File: src/rtl/vga_pixel_fetch.sv
// Framebuffer prefetcher: streams RAM words at fixed read latency into a small
// FIFO so the VGA timing stage can pop one pixel word per active clock.
module vga_pixel_fetch #(
    parameter int WIDTH      = 640,
    parameter int HEIGHT     = 480,
    parameter int ADDR_W     = 19,
    parameter int DEPTH      = 16,
    parameter int RD_LATENCY = 2
) (
    input  logic              clock,
    input  logic              reset,
    input  logic              frame_start,
    input  logic              pix_req,
    output logic [15:0]       q,
    output logic              q_valid,
    output logic              underflow,
    output logic [ADDR_W-1:0] mem_addr,
    output logic              mem_rden,
    input  logic [15:0]       mem_q
);

    localparam int DATA_W = 16;
    localparam int PTR_W  = $clog2(DEPTH);
    localparam int CNT_W  = $clog2(DEPTH + 1);
    localparam logic [ADDR_W-1:0] LAST_ADDR = ADDR_W'(WIDTH * HEIGHT - 1);
    localparam logic [CNT_W:0]    CREDIT_MAX = (CNT_W + 1)'(DEPTH);

    typedef enum logic {IDLE, RUN} state_t;

    state_t                  state, state_nxt;
    logic [RD_LATENCY-1:0]   rd_vld_p;
    logic [CNT_W-1:0]        count;
    logic [CNT_W-1:0]        inflight;
    logic [CNT_W:0]          credit;
    logic [PTR_W-1:0]        wr_ptr, rd_ptr;
    logic [DATA_W-1:0]       fifo [DEPTH];
    logic                    wr_en, pop_ok, pop_empty;

    function automatic logic [CNT_W-1:0] ones(input logic [RD_LATENCY-1:0] v);
        logic [CNT_W-1:0] n;
        n = '0;
        for (int i = 0; i < RD_LATENCY; i++)
            n = n + CNT_W'(v[i]);
        return n;
    endfunction

    always_comb begin
        state_nxt = state;
        if (frame_start)
            state_nxt = RUN;
        inflight  = ones(rd_vld_p);
        credit    = {1'b0, count} + {1'b0, inflight};
        // Credit covers reads still in the RAM pipe, so a return always has a free slot.
        mem_rden  = (state == RUN) && !frame_start && (credit < CREDIT_MAX);
        wr_en     = rd_vld_p[RD_LATENCY-1] && !frame_start;
        pop_ok    = pix_req && !frame_start && (count != '0);
        pop_empty = pix_req && !frame_start && (count == '0);
    end

    always_ff @(posedge clock or posedge reset) begin
        if (reset) begin
            state     <= IDLE;
            rd_vld_p  <= '0;
            count     <= '0;
            wr_ptr    <= '0;
            rd_ptr    <= '0;
            mem_addr  <= '0;
            q         <= '0;
            q_valid   <= 1'b0;
            underflow <= 1'b0;
        end else begin
            state <= state_nxt;
            // Return-tracking stage: a restart drops every pending return.
            if (frame_start) begin
                rd_vld_p <= '0;
                count    <= '0;
                wr_ptr   <= '0;
                rd_ptr   <= '0;
                mem_addr <= '0;
            end else begin
                rd_vld_p <= (rd_vld_p << 1) | RD_LATENCY'(mem_rden);
                case ({wr_en, pop_ok})
                    2'b10:   count <= count + 1'b1;
                    2'b01:   count <= count - 1'b1;
                    default: count <= count;
                endcase
                if (wr_en)
                    wr_ptr <= wr_ptr + 1'b1;
                if (pop_ok)
                    rd_ptr <= rd_ptr + 1'b1;
                if (mem_rden)
                    mem_addr <= (mem_addr == LAST_ADDR) ? '0 : mem_addr + 1'b1;
            end
            // Output stage
            if (frame_start) begin
                q       <= '0;
                q_valid <= 1'b0;
            end else if (pop_ok) begin
                q       <= fifo[rd_ptr];
                q_valid <= 1'b1;
            end else if (pop_empty) begin
                q         <= '0;
                q_valid   <= 1'b1;
                underflow <= 1'b1;
            end else begin
                q_valid <= 1'b0;
            end
        end
    end

    always_ff @(posedge clock) begin
        if (wr_en)
            fifo[wr_ptr] <= mem_q;
    end

endmodule

File: config.mk
export PLATFORM = sky130hd
export DESIGN_NAME = vga_pixel_fetch
export DESIGN_NICKNAME = d
export VERILOG_FILES = /design/src/rtl/vga_pixel_fetch.sv
export SDC_FILE = /design/constraint.sdc
export NUM_CORES = 1
export LEC_CHECK = 0
export ABC_AREA = 1
export CAP_MARGIN = 20
export CORE_UTILIZATION = 54
export CTS_BUF_LIST = sky130_fd_sc_hd__clkbuf_4
export DETAILED_ROUTE_END_ITERATION = 6
export PLACE_DENSITY_LB_ADDON = 0.1
export SLEW_MARGIN = 5
export SYNTH_ARGS = -nofsm -noshare
export SYNTH_HDL_FRONTEND = slang
export SYNTH_SLANG_ARGS = --single-unit
export TNS_END_PERCENT = 5
File: constraint.sdc
create_clock -name clock -period 4.7 [get_ports clock]
set_clock_uncertainty 0.2 [all_clocks]
set_input_delay 0.47 -clock clock [delete_from_list [all_inputs] [get_ports clock]]
set_output_delay 0.47 -clock clock [all_outputs]
set_load 0.02 [all_outputs]
# == Word-level counts from Yosys, hierarchy flattened ==
# Memories as Yosys holds them, arrays and structs flattened.
# Cells that the tools add are included.
# op_classes
n_addsub,7
reduce_logical,15
n_eq_ne,3
n_lt_le_gt_ge,1
n_bitwise,3
n_mux,18
# ops
op,n
$mux 19,3
$mux 16,3
$add 19x1->19 const B,1
$eq 19x19->1 const B,1
$mux 4,4
$pmux 5 s2,1
$add 4x1->4 const B,2
$add 5x2->6,1
$logic_and 1x1->1,6
$lt 6x5->1 const B,1
$reduce_bool 2->1,3
$reduce_bool 3->1,2
$add 5x1->5 const B,1
$logic_not 5->1,1
$mux 1,5
$mux 5,1
$reduce_bool 5->1,1
$sub 5x1->5 const B,1
$reduce_and 3->1,1
$add 1x1->2,1
$eq 2x1->1 const B,1
$eq 2x2->1 const B,1
$mux 2,1
$not 1->1,2
other kinds (2),2
# totals
ramBits,256
elab_cells,57
memories,1
reg_bits,53
in_bits,20
out_inout_bits,38
# memory_table
name,depth,width,read_ports,rd_ports_with_merged_regs,wr,line_no,text
fifo,16,16,1,0,1,36,logic [DATA_W-1:0] fifo [DEPTH];

# == Logic depth before layout (Yosys ltp) ==
# logic_depth
word_depth,6
depth_mapped,14
depth_no_buf,14

# == Worst setup path after synthesis ==
# Ideal clock, no wire load.
# synth_timing
kind,input -> register
start,input frame_start
end,memory fifo[0][0] (enable)
path_stages,4
setup_slack_ns,2.414
setup_ns,0.388
t_required_ns,4.112
t_arrival_ns,1.698
cell_sequence,buf_2 -> nor2_1 -> nand2_1 -> nor2_1
# synth_between
elab_chain_len,4
# synth_rtl
element,line_no,text
"start, declared",12,"input logic frame_start,"
$logic_not 1->1,55,wr_en = rd_vld_p[RD_LATENCY-1] && !frame_start;
$logic_and 1x1->1,55,
$mux 1,112,if (wr_en)
$mux 1 (not written as such),113,fifo[wr_ptr] <= mem_q;
"end, declared",36,
# No other way between the ends.

# == Worst setup path after layout ==
# layout_timing
start,register count[0]
end,output mem_rden
# layout_between
elab_chain_len,3
# layout_rtl
element,line_no,text
"start, declared",32,logic [CNT_W-1:0] count;
"start signal, assigned",83,2'b10: count <= count + 1'b1;
"start signal, assigned",84,2'b01: count <= count - 1'b1;
"start signal, assigned",85,default: count <= count;
$add 5x2->6,52,"credit = {1'b0, count} + {1'b0, inflight};"
$lt 6x5->1,54,mem_rden = (state == RUN) && !frame_start && (credit < CREDIT_MAX);
$logic_and 1x1->1,54,
"end, declared",18,"output logic mem_rden,"
# No other way between the ends.

==> impl_metrics.py <==
metrics = {
    "placed_design": {
        "place.gp.congestion": 0.883,
        "dp.final_hpwl_um": 19700,
        "port_buffers": 57,
    },
    "synthesis": {
        "netlist_top_cells_area": "edfxtp_1, dfrtp_1, nor2_1",
        "synthCells": 1107,
        "yosysTopAreaCellShare_pct": 59.4,
        "synth_top_family_by_area": "simple AND/OR/NAND/NOR gates",
        "yosys-mux-area-fraction_pct": 0,
        "async_reset_ff_share_pct": 17.2,
        "synth_compound_area_share_pct": 10.9,
        "ys_ff_latch": 309,
        "yosys-top-cells-count": "edfxtp_1, nor2_1, o21ai_0, nand2_1, nand3_1",
        "synth-edff-count": 256,
        "synth_nets": 1136,
        "synth_xor_area_share_pct": 0.948,
        "syn_area_per_cell_um2": 11.7,
        "synth.most_common_cell": "edfxtp_1",
        "synthAdderAreaFrac_pct": 0.871,
        "ys_types": 37,
        "synth-simple-area-share_pct": 14.2,
        "synth_seq_area_share_pct": 69.7,
        "yosysTopAreaCell": "edfxtp_1",
        "yosys_warnings": 0,
        "synth_area_um2": 12900,
        "synth_flop_cell": "edfxtp_1",
    },
    "drt": {
        "wire_per_inst_um": 20.6,
        "vias": 8858,
        "vias_per_cell": 5.66,
        "drtIter0Drc": 750,
        "wl_um": 32100,
        "ant_nets": 0,
        "first_pass_iters": 7,
        "drc": 2,
    },
    "clock_network": {
        "cts_tree": "done",
        "clk_pin_slew_ps": 60,
        "cts_resized": 0,
        "max-clock-path-buffers": 3,
        "htree_levels": 3,
        "insertion_delay_ps": 690,
        "cts-buffers-inserted": 79,
        "clock_sinks": 309,
        "cts_root_buf": "clkbuf_4",
    },
    "grt": {
        "grt_pass1_vias": 8488,
        "grt_overflow": 0,
        "antenna_found_initial": 2,
        "grt_usage_pct": 27.3,
        "grt_max_degree": 93,
        "grt_pass1_wl_um": 48700,
    },
    "setup_path": {
        "cp-end-kind": "primary output",
        "cp.required_ps": 4030,
        "crit_arrival_ps": 2550,
        "cp_slowest_cell": "clkdlybuf4s50_1",
        "timing.critical_path.mode_cell": "nor2_1",
        "reg2reg_depth": 8,
        "startpoint_type": "flip-flop",
        "path_depth": 5,
        "path_max_fanout": 6,
        "critPathTopFamily": "buffers and inverters",
        "crit_chain": "ha_1, a21oi_1, nor2_1, nor2_1, clkdlybuf4s50_1",
        "max_stage_delay_ps": 670,
        "critical_path_class": "flip-flop to primary output",
        "crit_buf_inv": 1,
    },
    "layout": {
        "multi_input_area_um2": 3510,
        "nNetsFinal": 1226,
        "area_growth_pct": 13.7,
        "seq_area_um2": 9020,
        "fillers": 1893,
        "drive_gt1_share_pct": 13.9,
    },
    "timing": {
        "relSlewSlack_pct": 35.0,
        "fin_tns_setup_ps": 0,
        "setup_viol": 0,
        "fin_crit_sh_pct": 68.5,
        "period_needed_ps": 3220,
        "fmax_ghz": 0.311,
        "rsz0062_at_grt": "false",
        "hold_viol": 0,
        "worst_slew_pin_slew_ps": 972,
        "drv_slew": 0,
    },
    "pwr": {
        "clock_power_share_pct": 31.2,
        "p_sw_mw": 2.19,
        "peakVddDrop_mv": 0.290,
        "internal_power_mw": 4.69,
        "seqPwrFrac_pct": 46.5,
        "totalPowerFinal_mw": 6.88,
        "pwr-share-comb_pct": 22.2,
        "p_sw_share_pct": 31.8,
        "power.leakage_nw": 5.22,
        "power.density_nw_per_um2": 468,
    },
    "floorplanning": {
        "num_io_pins": 58,
        "initial_core_util_pct": 55.1,
        "die_w_um": 157,
        "coreArea_um2": 23500,
        "dieArea_um2": 24600,
        "die_h_um": 157,
        "rows": 56,
    },
    "min_path": {
        "hold_path_depth": 3,
        "hold_path.class": "input port to flip-flop",
    },
    "status": {
        "run_status": "finished with violations",
        "violations": "design-rule violations",
    },
    "run": {
        "drv_cap": 0,
    },
}
==> stage by stage <==
stage | cell area, µm² | setup slack [ps] | instances | utilization (%) | hold slack [ps]
after floorplan | 12900 | 2410 | 1107 | - | 223
after global placement | 13800 | 1550 | 1434 | 58.7 | 235
after detailed placement | 13800 | 1500 | 1434 | 58.7 | 240
after CTS | 14700 | 1430 | 1563 | 62.6 | 211
after global routing | 14700 | 1330 | 1564 | 62.6 | 249
final | 14700 | 1480 | 1564 | 62.6 | 244
==> routing by layer <==
layer / part of all wire (%) / track usage (%) / vias to the layer above
met4: 3.2 / 12.6 / 0
met2: 47 / 41.9 / 350
met3: 7.1 / 5.07 / 63
met1: 43 / 37.9 / 4276
met5: 0 / 0 / -
li1: - / - / 4169
==> flip-flops by register name (all words and copies together) (netlist names) <==
signal,flops
rd_ptr,4
count,5
state,1
fifo,256
q,16
underflow,1
q_valid,1
mem_addr,19
rd_vld_p,2
wr_ptr,4
==> cell usage in the layout, fill, tap and decap left out, drive strengths merged <==
| master | synthesis | layout |
|---|---|---|
| o21bai | 1 | 1 |
| o21a | 1 | 1 |
| edfxtp | 256 | 256 |
| nand4 | 5 | 5 |
| nand3 | 73 | 73 |
| clkinv | 4 | 19 |
| xnor2 | 3 | 3 |
| clkbuf | 35 | 110 |
| nor2 | 226 | 226 |
| o221ai | 4 | 4 |
| bufinv | 0 | 1 |
| ha | 9 | 9 |
| nor3b | 1 | 1 |
| a31o | 1 | 1 |
| o211ai | 60 | 60 |
| nor3 | 10 | 10 |
| diode | 0 | 1 |
| clkdlybuf4s50 | 0 | 57 |
| o21ai | 146 | 146 |
| a21oi | 6 | 6 |
| nand2 | 122 | 122 |
| xor2 | 11 | 11 |
| dfrtp | 53 | 53 |
| buf | 24 | 10 |
| inv | 43 | 45 |
| nor4 | 1 | 1 |
| o22ai | 12 | 12 |
| dlygate4sd3 | 0 | 1 |
==> cell type report <==
cell class | count | area share, %
flip-flops and latches | 309 | 61.3
multi-input cells | 692 | 23.9
clock buffers | 110 | 5.62
repair buffers | 68 | 4.54
well taps | 319 | 2.71
inverters | 47 | 1.21
clock inverters | 18 | 0.655
diodes | 1 | 0.0170
==> cells by family after synthesis <==
logic type,count (synthesis)
AOI/OAI and AO/OA,231
xor gates and xnor gates,14
adders and majority gates,9
buffers and inverters,106
DFF,309
and+or+nand+nor,438
==> worst paths after layout <==
kind / start / endpoint / slack [ps]
setup / recovery: count[0] / mem_rden / 1480
hold / removal: pix_req / underflow / 240
setup reg to reg: rd_ptr[0] / q[8] / 1760
hold reg to reg: state / state / 250
max in group asynchronous: reset / rd_ptr[0] / 2990
min in group asynchronous: reset / mem_addr[11] / 430
==> power groups by stage <==
stage          combinational (mW)  clock, mW  sequential (mW)
2_1_floorplan                1.02          0             3.25
6_report                     1.53       2.15             3.20
3_5_place_dp                 1.53          0             3.26
4_1_cts                      1.53       2.19             3.20
5_1_grt                      1.71       2.33             3.21
3_3_place_gp                 1.51          0             3.25
==> worst reg2reg max path: stages, from the launching register on <==
cell	delay [ps]
dfrtp_4	700
clkinv_2	560
buf_12	390
o21ai_0	350
o211ai_1	160
nand3_1	260
nand2_1	100
nand2_1	70
nand2_1	70
==> repair_timing <==
item | in CTS | in global routing
buffers inserted | 0 | 0
hold buffers | 1 | 0
endpoints found under the hold margin | 14 | 0
Note: power is estimated with default switching activity, not from simulation.
